$ cat src/rtl/servant_timer_sched.sv
// Four-slot software deadline scheduler that multiplexes one hardware timer compare register.
// Optional feature: define SERVANT_TIMER_SCHED_IE_EN for a read/write interrupt-enable register at address 5.
module servant_timer_sched #(
  parameter int WIDTH = 16,
  parameter int SLOTS = 4
) (
  input  logic        i_clk,
  input  logic        i_rst_n,
  input  logic        i_wb_cyc,
  input  logic        i_wb_we,
  input  logic [2:0]  i_wb_adr,
  input  logic [31:0] i_wb_dat,
  output logic [31:0] o_wb_dat,
  output logic        o_wb_ack,
  output logic        o_tmr_cyc,
  output logic        o_tmr_we,
  output logic [31:0] o_tmr_dat,
  input  logic        i_tmr_irq,
  output logic        o_irq
);

  typedef enum logic [2:0] {IDLE, SCAN, PROG, SETTLE, WAIT} state_e;

  state_e           state_q, state_d;
  logic [1:0]       idx_q, idx_d;
  logic [1:0]       best_q, best_d;
  logic [1:0]       sel_q, sel_d;
  logic             found_q, found_d;
  logic [WIDTH-1:0] best_dl_q, best_dl_d;
  logic [WIDTH-1:0] deadline_q [SLOTS];
  logic [WIDTH-1:0] deadline_d [SLOTS];
  logic [SLOTS-1:0] armed_q, armed_d;
  logic [SLOTS-1:0] expired_q, expired_d;
  logic [SLOTS-1:0] ie_mask;
  logic             ack_q, ack_d;
  logic             tmr_cyc_q, tmr_cyc_d;
  logic [WIDTH-1:0] tmr_dat_q, tmr_dat_d;
  logic             irq_q, irq_d;

  logic             wr;
  logic             take;
  logic             win_found;
  logic [1:0]       win_idx;
  logic [WIDTH-1:0] win_dl;
  logic             expire;
  logic             unused_dat;

`ifdef SERVANT_TIMER_SCHED_IE_EN
  logic [SLOTS-1:0] ie_q, ie_d;
  assign ie_mask = ie_q;
`else
  assign ie_mask = '1;
`endif

  assign unused_dat = ^i_wb_dat;
  assign wr         = i_wb_cyc & i_wb_we & ack_q;

  // Running minimum over the slot visited this cycle; strict '<' keeps the lower index on ties.
  assign take      = armed_q[idx_q] && (!found_q || (deadline_q[idx_q] < best_dl_q));
  assign win_found = found_q | take;
  assign win_idx   = take ? idx_q : best_q;
  assign win_dl    = take ? deadline_q[idx_q] : best_dl_q;

  always_comb begin
    state_d   = state_q;
    idx_d     = idx_q;
    best_d    = best_q;
    sel_d     = sel_q;
    found_d   = found_q;
    best_dl_d = best_dl_q;
    deadline_d = deadline_q;
    armed_d   = armed_q;
    expired_d = expired_q;
`ifdef SERVANT_TIMER_SCHED_IE_EN
    ie_d      = ie_q;
`endif
    ack_d     = i_wb_cyc & ~ack_q;
    tmr_cyc_d = 1'b0;
    tmr_dat_d = tmr_dat_q;
    irq_d     = |(expired_q & ie_mask);
    expire    = (state_q == WAIT) && i_tmr_irq && armed_q[sel_q];

    case (state_q)
      IDLE: begin
        if (|armed_q) state_d = SCAN;
      end
      SCAN: begin
        found_d   = win_found;
        best_d    = win_idx;
        best_dl_d = win_dl;
        if (idx_q == 2'd3) begin
          idx_d   = 2'd0;
          found_d = 1'b0;
          if (win_found) begin
            sel_d     = win_idx;
            state_d   = PROG;
            tmr_cyc_d = 1'b1;
            tmr_dat_d = win_dl;
          end else begin
            state_d = IDLE;
          end
        end else begin
          idx_d = idx_q + 2'd1;
        end
      end
      PROG:    state_d = SETTLE;
      SETTLE:  state_d = WAIT;
      WAIT: begin
        if (i_tmr_irq) state_d = SCAN;
      end
      default: state_d = IDLE;
    endcase

    // A rewrite or cancel of the pending slot overrides a coincident timer hit.
    if (wr) begin
      if (!i_wb_adr[2]) begin
        deadline_d[i_wb_adr[1:0]] = i_wb_dat[WIDTH-1:0];
        armed_d[i_wb_adr[1:0]]    = 1'b1;
        expired_d[i_wb_adr[1:0]]  = 1'b0;
        if (i_wb_adr[1:0] == sel_q) expire = 1'b0;
      end else if (i_wb_adr == 3'd4) begin
        expired_d = expired_d & ~i_wb_dat[3:0];
        armed_d   = armed_d & ~i_wb_dat[11:8];
        if (i_wb_dat[8 + sel_q]) expire = 1'b0;
      end
`ifdef SERVANT_TIMER_SCHED_IE_EN
      else if (i_wb_adr == 3'd5) begin
        ie_d = i_wb_dat[3:0];
      end
`endif
    end

    if (expire) begin
      expired_d[sel_q] = 1'b1;
      armed_d[sel_q]   = 1'b0;
    end

    if (wr && (state_q != IDLE)) begin
      state_d   = SCAN;
      idx_d     = 2'd0;
      found_d   = 1'b0;
      tmr_cyc_d = 1'b0;
      tmr_dat_d = tmr_dat_q;
    end
  end

  always_ff @(posedge i_clk or negedge i_rst_n) begin
    if (!i_rst_n) begin
      state_q   <= IDLE;
      idx_q     <= '0;
      best_q    <= '0;
      sel_q     <= '0;
      found_q   <= 1'b0;
      best_dl_q <= '0;
      for (int i = 0; i < SLOTS; i++) deadline_q[i] <= '0;
      armed_q   <= '0;
      expired_q <= '0;
`ifdef SERVANT_TIMER_SCHED_IE_EN
      ie_q      <= '0;
`endif
      ack_q     <= 1'b0;
      tmr_cyc_q <= 1'b0;
      tmr_dat_q <= '0;
      irq_q     <= 1'b0;
    end else begin
      state_q   <= state_d;
      idx_q     <= idx_d;
      best_q    <= best_d;
      sel_q     <= sel_d;
      found_q   <= found_d;
      best_dl_q <= best_dl_d;
      deadline_q <= deadline_d;
      armed_q   <= armed_d;
      expired_q <= expired_d;
`ifdef SERVANT_TIMER_SCHED_IE_EN
      ie_q      <= ie_d;
`endif
      ack_q     <= ack_d;
      tmr_cyc_q <= tmr_cyc_d;
      tmr_dat_q <= tmr_dat_d;
      irq_q     <= irq_d;
    end
  end

  always_comb begin
    o_wb_dat = '0;
    if (!i_wb_adr[2]) begin
      o_wb_dat = 32'(deadline_q[i_wb_adr[1:0]]);
    end else if (i_wb_adr == 3'd4) begin
      o_wb_dat = {20'd0, armed_q, 4'd0, expired_q};
    end
`ifdef SERVANT_TIMER_SCHED_IE_EN
    else if (i_wb_adr == 3'd5) begin
      o_wb_dat = {28'd0, ie_q};
    end
`endif
  end

  assign o_wb_ack  = ack_q;
  assign o_tmr_cyc = tmr_cyc_q;
  assign o_tmr_we  = tmr_cyc_q;
  assign o_tmr_dat = 32'(tmr_dat_q);
  assign o_irq     = irq_q;

endmodule
$ cat config.mk
export PLATFORM = sky130hd
export DESIGN_NAME = servant_timer_sched
export DESIGN_NICKNAME = d
export VERILOG_FILES = /design/src/rtl/servant_timer_sched.sv
export SDC_FILE = /design/constraint.sdc
export NUM_CORES = 1
export LEC_CHECK = 0
export BUFFER_PORTS_ARGS = -buffer_cell sky130_fd_sc_hd__buf_2
export CORE_MARGIN = 2
export CORE_UTILIZATION = 40
export CTS_CLUSTER_DIAMETER = 80
export DETAILED_ROUTE_END_ITERATION = 12
export PLACE_DENSITY = 0.64
export SYNTH_ARGS = -nofsm -noshare
export SYNTH_HDL_FRONTEND = slang
export SYNTH_SLANG_ARGS = --single-unit
$ cat constraint.sdc
create_clock -name i_clk -period 4 [get_ports i_clk]
set_clock_uncertainty 0.1 [all_clocks]
set_input_delay 0.4 -clock i_clk [delete_from_list [all_inputs] [get_ports i_clk]]
set_output_delay 0.4 -clock i_clk [all_outputs]
set_load 0.05 [all_outputs]
==> metrics.yaml, run 1 <==
status:
  outcome: "completed"
yosys:
  netlist-cell-type-count: 53
  synth_edf_count: 0
  synth_warnings: 0
  dominant_combinational_cell_family_by_area_after_synthesis: "multiplexers"
  synthesis.area_per_instance_um2: 12.3
  synth_compound_area_share_pct: 8.68
  synth_simple_gate_area_share_pct: 8.21
  synth-xor-area-share_pct: 0.274
  number_of_synthesized_register_bits: 117
  synth_cells: 520
  ys_dominant_reg_cell: "dfrtp_1"
  yosys-mux-area-fraction_pct: 27.0
  synth_top_cell_area_share_pct: 45.7
  synth.area.top_cells: "dfrtp_1, mux2_2, mux4_2"
  synth_seq_area_share_pct: 45.7
  synth_area_mm2: 0.00640
  synth_top_area_cell: "dfrtp_1"
  synth-async-reset-ratio_pct: 100
  post_synth_fa_ha_maj_area_fraction_pct: 3.13
route:
  drt_iter0_drc: 340
  route.detailed.wl_per_inst_um: 18.4
  routed_wirelength_um: 15000
  postRouteAntennaNets: 0
  top_routing_layer_in_use: "met4"
  drt-vias-per-instance: 5.45
  wl_met1_um: 6360
  met3_length_um: 1090
  routed-wl-met2_um: 7250
  detail_route.first_pass.iterations: 4
  detailroute.via_count: 4428
  detail_route.drc_violations: 0
placement:
  place.gp.congestion: 0.848
  hpwlAfterDp_um: 10300
  place_ws_ps: 588
  placement.io_buffers: 59
cts:
  post_cts_resized: 0
  cts_max_path_buffers: 2
  depth_of_the_cts_h_tree: 4
  post_cts_buffers: 0
  tritoncts: "done"
  clkLatencyLatePin_ps: 420
  clk_pin_slew_worst_paths_ps: 60
  cts_root_buf: "clkbuf_16"
  clock-sinks: 117
  cts-buffers-inserted: 17
  cts.hold.buffers_added: 1
sta:
  fmax_ghz: 0.293
  max_slew_violation_count: 0
  layout_setup_ws_ps: 586
  setup-violations-final: 0
  slew_at_the_pin_closest_to_its_max_slew_limit_ps: 1150
  period_share_pct: 85.4
  final_hold_violation_count: 0
  final_period_minus_worst_setup_slack_ps: 3410
  relSlewSlack_pct: 23.4
  grt_setup_unrepaired: "no"
  timing.setup.tns_ps: 0
critical_path:
  crit-reg2reg-capture: "best_dl_q[2]"
  worstSetupEndpointType: "register"
  worstSetupPathType: "register to register"
  slowest_stage: "dfrtp_1"
  worst-endpoint-required_ps: 4200
  cp_max_fo: 13
  path_common_cell: "buf_4"
  path_cells: "buf_4 -> mux4_2 -> ha_1 -> nand2_1 -> o21ai_0 -> a2111oi_1 -> buf_4 -> o21ai_1 -> nor3_4 -> buf_4 -> mux2_2"
  worst-r2r-cell-count: 11
  arrival_ps: 3610
  register_to_register_setup_slack_ps: 590
  critical_path.reg2reg.startpoint: "idx_q[1]"
  worst_path_largest_cell_delay_ps: 550
  cp-start-kind: "register"
die:
  rows: 46
  design.core.area_mm2: 0.0158
  die_area_mm2: 0.0170
  start_util_pct: 40.6
  die_w_um: 131
  pin_count: 108
  die_height_um: 131
hold_path:
  min_delay_path_depth: 2
  worstHoldPathType: "input port to register"
  worst_hold_startpoint: "i_wb_cyc"
  hold_end: "o_wb_ack"
power:
  power.density_mw_per_mm2: 794
  power.sequential.fraction_pct: 30.1
  power_frac_comb_pct: 42.9
  clkPwrFrac_pct: 27.0
  p_int_uw: 3580
  irDropWorstVdd_uv: 540
  total_switching_power_uw: 2380
  p_leak_uw: 0.00340
  p_sw_share_pct: 39.9
final_layout:
  final_layout_size_suffix_gt1_share_pct: 36.9
  multi_input_comb_area_mm2: 0.00317
  layout.area.seq_mm2: 0.00293
  nets: 640
  layout_commonest_cell: "dfrtp_1"
  layout.cells.most_common_list: "dfrtp_1, mux2_2, buf_2, mux4_2, conb_1"
  nFillCells: 1432
  num_antenna_cells: 0
  area_growth_syn_to_layout_pct: 17.3
global_routing:
  gr-total-overflow: 0
  grt_first_pass_wirelength_um: 23800
  antenna_found_initial: 0
  gr-usage-all-layers_pct: 18.8
  maximum_number_of_pins_on_one_net_before_global_route_repair: 61
  first_global_vias: 4438
job:
  drv.max_cap_violation_count: 0
==> flip-flops by register name, indices dropped and copies added (netlist names), 2 cells and up <==
name,cells
state_q,3
idx_q,2
expired_q,4
tmr_dat_q,16
armed_q,4
deadline_q,64
best_dl_q,16
best_q,2
sel_q,2
==> worst max-delay path, delay by kind of cell (launching register included) <==
family / cells / cell delay, ps
compound gates: 3 / 620
fa+ha+maj: 1 / 320
flops: 1 / 550
buf+inv: 3 / 730
simple gates: 2 / 220
mux: 2 / 750
==> power by group through the flow <==
stage	clock (µW)	sequential [µW]	combinational (µW)
after floorplan	0	2010	1680
after global placement	0	1780	2510
after detailed placement	0	1810	2550
after CTS	1630	1790	2570
after global routing	1690	1850	2760
final	1610	1790	2550
==> cell families after synthesis <==
logic type / count (synthesis)
XOR/XNOR: 2
multiplexers: 120
adder cells (fa/ha/maj): 16
AND/OR/NAND/NOR: 99
AO/OA/AOI/OAI: 84
buffers and inverters: 81
other: 1
flip-flops: 117
==> worst max path at each step <==
stage              from            end  slack, ps
6_report       idx_q[1]   best_dl_q[2]        590
4_1_cts        idx_q[1]   best_dl_q[2]        550
5_1_grt        idx_q[1]  tmr_dat_q[13]        400
3_5_place_dp   idx_q[1]   best_dl_q[1]        590
2_1_floorplan  idx_q[1]      best_q[0]        180
3_3_place_gp   idx_q[1]   best_dl_q[2]        630
==> per-stage QoR <==
step | area (µm²) | power, µW | util, % | hold WS (ps) | cells
2_1_floorplan | 6520 | 3690 | - | 4.41 | 551
3_3_place_gp | 6870 | 4290 | 43.6 | 350 | 780
3_5_place_dp | 6870 | 4360 | 43.6 | 362 | 780
4_1_cts | 7510 | 6000 | 47.6 | 126 | 813
5_1_grt | 7510 | 6300 | 47.6 | 143 | 813
6_report | 7510 | 5960 | 47.6 | 138 | 813
==> cell usage after synthesis, types with 11 or more instances <==
| cell | instances |
|---|---|
| mux2_2 | 73 |
| nand2_1 | 11 |
| clkbuf_1 | 21 |
| a31oi_1 | 19 |
| inv_1 | 18 |
| o21ai_0 | 21 |
| dfrtp_1 | 117 |
| ha_1 | 16 |
| nor2_1 | 31 |
| mux4_2 | 34 |
| a22o_1 | 11 |
| buf_4 | 33 |
| nand3_1 | 21 |
==> metal layers <==
layer	up-vias	track usage, %
met5	-	0
met4	0	7.26
met3	25	5.29
met2	145	29.5
met1	2249	24.8
li1	2009	-
==> cell type report <==
type	instances	share of cell area [%]
Tap cell	216	3.60
Sequential cell	117	39.0
Clock buffer	20	5.95
Multi-Input combinational cell	353	42.2
Timing Repair Buffer	77	5.97
Inverter	18	0.900
Clock inverter	12	2.37
No activity file was read; power rests on OpenSTA's default activity.
==> run 2, diff against run 1 <==
--- a/config.mk
+++ b/config.mk
@@ -7,10 +7,10 @@
 export LEC_CHECK = 0
 export BUFFER_PORTS_ARGS = -buffer_cell sky130_fd_sc_hd__buf_2
 export CORE_MARGIN = 2
-export CORE_UTILIZATION = 40
+export CORE_UTILIZATION = 51
 export CTS_CLUSTER_DIAMETER = 80
 export DETAILED_ROUTE_END_ITERATION = 12
-export PLACE_DENSITY = 0.64
+export PLACE_DENSITY = 0.78
 export SYNTH_ARGS = -nofsm -noshare
 export SYNTH_HDL_FRONTEND = slang
 export SYNTH_SLANG_ARGS = --single-unit
==> run 2 against run 1 <==
Via count grew 2.1%. Non-clock buffer count grew 1. Clock power shrank 4%. Worst hold slack lost 140 ps. Critical path depth shrank 1. Routed wire length shrank 1.2%. Register-to-register slack lost 170 ps. Cell count shrank 5.8%. Combinational power is essentially flat. Clock-buffer cell count grew 3. Sequential share of layout area grew 0.40 points. Total power shrank 0.61%. Highest routed layer is now met5.
==> metrics.yaml, run 2 (synthesized netlist as in run 1, its figures left out) <==
status:
  outcome: "completed"
sta:
  slew_at_the_pin_closest_to_its_max_slew_limit_ps: 906  # -241 ps
  layout_setup_ws_ps: 417  # -168 ps
  final_period_minus_worst_setup_slack_ps: 3580  # +168 ps
  grt_setup_unrepaired: "no"
  relSlewSlack_pct: 39.6  # +16 points
  period_share_pct: 89.6  # +4.2 points
  fmax_ghz: 0.279  # -4.7%
  setup-violations-final: 0  # unchanged
  max_slew_violation_count: 0  # unchanged
  timing.setup.tns_ps: 0  # unchanged
  final_hold_violation_count: 0  # unchanged
placement:
  hpwlAfterDp_um: 10000  # -2.2%
  place_ws_ps: 437  # -151 ps
  place.gp.congestion: 0.884  # +4.3%
  placement.io_buffers: 59  # unchanged
global_routing:
  gr-usage-all-layers_pct: 23.9  # +5.1 points
  antenna_found_initial: 1  # +1
  gr-total-overflow: 0  # unchanged
  first_global_vias: 4611  # +3.9%
  maximum_number_of_pins_on_one_net_before_global_route_repair: 73  # +20%
  grt_first_pass_wirelength_um: 24000  # +0.52%
route:
  postRouteAntennaNets: 0  # unchanged
  detailroute.via_count: 4521  # +2.1%
  routed_wirelength_um: 14800  # -1.2%
  detail_route.first_pass.iterations: 5  # +1
  detail_route.drc_violations: 0  # unchanged
  drt_iter0_drc: 476  # +40%
  drt-vias-per-instance: 5.90  # +8.4%
  route.detailed.wl_per_inst_um: 19.3  # +4.9%
critical_path:
  worst-endpoint-required_ps: 4200  # about the same
  critical_path.reg2reg.startpoint: "idx_q[0]"
  worst-r2r-cell-count: 10  # -1
  worstSetupEndpointType: "register"
  crit-reg2reg-capture: "best_dl_q[0]"
  register_to_register_setup_slack_ps: 420  # -170 ps
  worstSetupPathType: "register to register"
  arrival_ps: 3780  # +170 ps
  cp_max_fo: 11  # -2
  cp-start-kind: "register"
final_layout:
  multi_input_comb_area_mm2: 0.00317  # unchanged
  area_growth_syn_to_layout_pct: 16.1
  num_antenna_cells: 0  # unchanged
  final_layout_size_suffix_gt1_share_pct: 37.0  # +0.11 points
  layout_commonest_cell: "dfrtp_1"
  nets: 641  # +0.16%
  layout.area.seq_mm2: 0.00293  # unchanged
  largest_register_ff_count: 64  # unchanged
  max_flop_register: "deadline_q"
  layout.cells.most_common_list: "dfrtp_1, mux2_2, buf_2, mux4_2, conb_1"
  nFillCells: 941  # -34%
  layout_top_registers: "deadline_q x64, best_dl_q x16, tmr_dat_q x16"
cts:
  cts_max_path_buffers: 2  # unchanged
  clock-sinks: 117  # unchanged
  tritoncts: "done"
  clk_pin_slew_worst_paths_ps: 50  # about the same
  cts.hold.buffers_added: 0  # -1
  post_cts_buffers: 0  # unchanged
  cts-buffers-inserted: 17  # unchanged
  depth_of_the_cts_h_tree: 4  # unchanged
  post_cts_resized: 0  # unchanged
  clkLatencyLatePin_ps: 420  # about the same
  cts_root_buf: "clkbuf_16"
power:
  p_leak_uw: 0.00340  # -0.16%
  irDropWorstVdd_uv: 506  # -6.3%
  power.density_mw_per_mm2: 797  # +0.41%
die:
  design.core.area_mm2: 0.0121  # -23%
  rows: 40  # -13%
  start_util_pct: 52.9  # +12 points
  pin_count: 108  # unchanged
  die_w_um: 116  # -11%
  die_height_um: 116  # -11%
  die_area_mm2: 0.0135  # -21%
job:
  drv.max_cap_violation_count: 0  # unchanged
hold_path:
  worstHoldPathType: "input port to asynchronous set/reset pin"
## run 2: cell types whose count changed in the layout (fill, tap and decap cells not counted)
cell,previous run,this run
buf_4,17,19
clkbuf_1,2,3
clkbuf_8,1,3
clkinvlp_4,1,2
dlygate4sd3_1,1,0
clkinv_2,3,4
bufinv_16,4,3
inv_6,1,0
clkinv_4,3,0
## run 2: critical path, stage by stage, from the launching register on
cell	delay [ps]
dfrtp_1	500
buf_4	330
mux4_2	640
ha_1	350
nand4_1	130
nor4_1	70
a221o_1	340
o21a_1	230
nor3_4	180
buf_4	220
mux2_2	350
## run 2: cell type report
| type | instances | area share [%] |
|---|---|---|
| Clock inverter | 9 | 1.68 |
| Multi-Input combinational cell | 353 | 42.7 |
| Timing Repair Buffer | 78 | 6.10 |
| Inverter | 18 | 0.909 |
| Clock buffer | 23 | 6.43 |
| Tap cell | 168 | 2.83 |
| Sequential cell | 117 | 39.4 |
## run 2: power by group
group | switching, µW | leakage (µW) | internal, µW
Clock | 517 | 0.000293 | 1020
Sequential | 285 | 0.00150 | 1510
Combinational | 1560 | 0.00161 | 1020
## run 2: layer usage
| layer | track usage [%] | wire length [µm] | part of all wire (%) | vias to the layer above |
|---|---|---|---|---|
| li1 | - | - | - | 2010 |
| met1 | 30.4 | 6190 | 42 | 2294 |
| met2 | 38.6 | 7350 | 50 | 196 |
| met3 | 7.85 | 1060 | 7.1 | 19 |
| met4 | 8.65 | 176 | 1.2 | 2 |
| met5 | 0 | 13 | 0.088 | - |
## run 2: through the flow
| step | hold slack (ps) | util [%] | std cells | area, µm² | power (µW) |
|---|---|---|---|---|---|
| final | 2.63 | 61.4 | 766 | 7430 | 5920 |
| after global placement | 347 | 56.4 | 734 | 6830 | 4280 |
| after floorplan | 4.41 | - | 551 | 6520 | 3690 |
| after global routing | 81.9 | 61.4 | 766 | 7430 | 6260 |
| after CTS | 33.0 | 61.4 | 766 | 7430 | 5930 |
| after detailed placement | 366 | 56.4 | 734 | 6830 | 4360 |
## run 2: how the worst max path moves through the flow
| stage | depth (start not counted) | to | slack (ps) | start |
|---|---|---|---|---|
| final | 10 | best_dl_q[0] | 420 | idx_q[0] |
| after global routing | 10 | best_dl_q[0] | 250 | idx_q[0] |
| after CTS | 10 | best_dl_q[0] | 410 | idx_q[0] |
| after detailed placement | 10 | best_dl_q[0] | 440 | idx_q[0] |
| after global placement | 11 | best_dl_q[0] | 480 | idx_q[0] |
| after floorplan | 11 | best_q[0] | 180 | idx_q[1] |
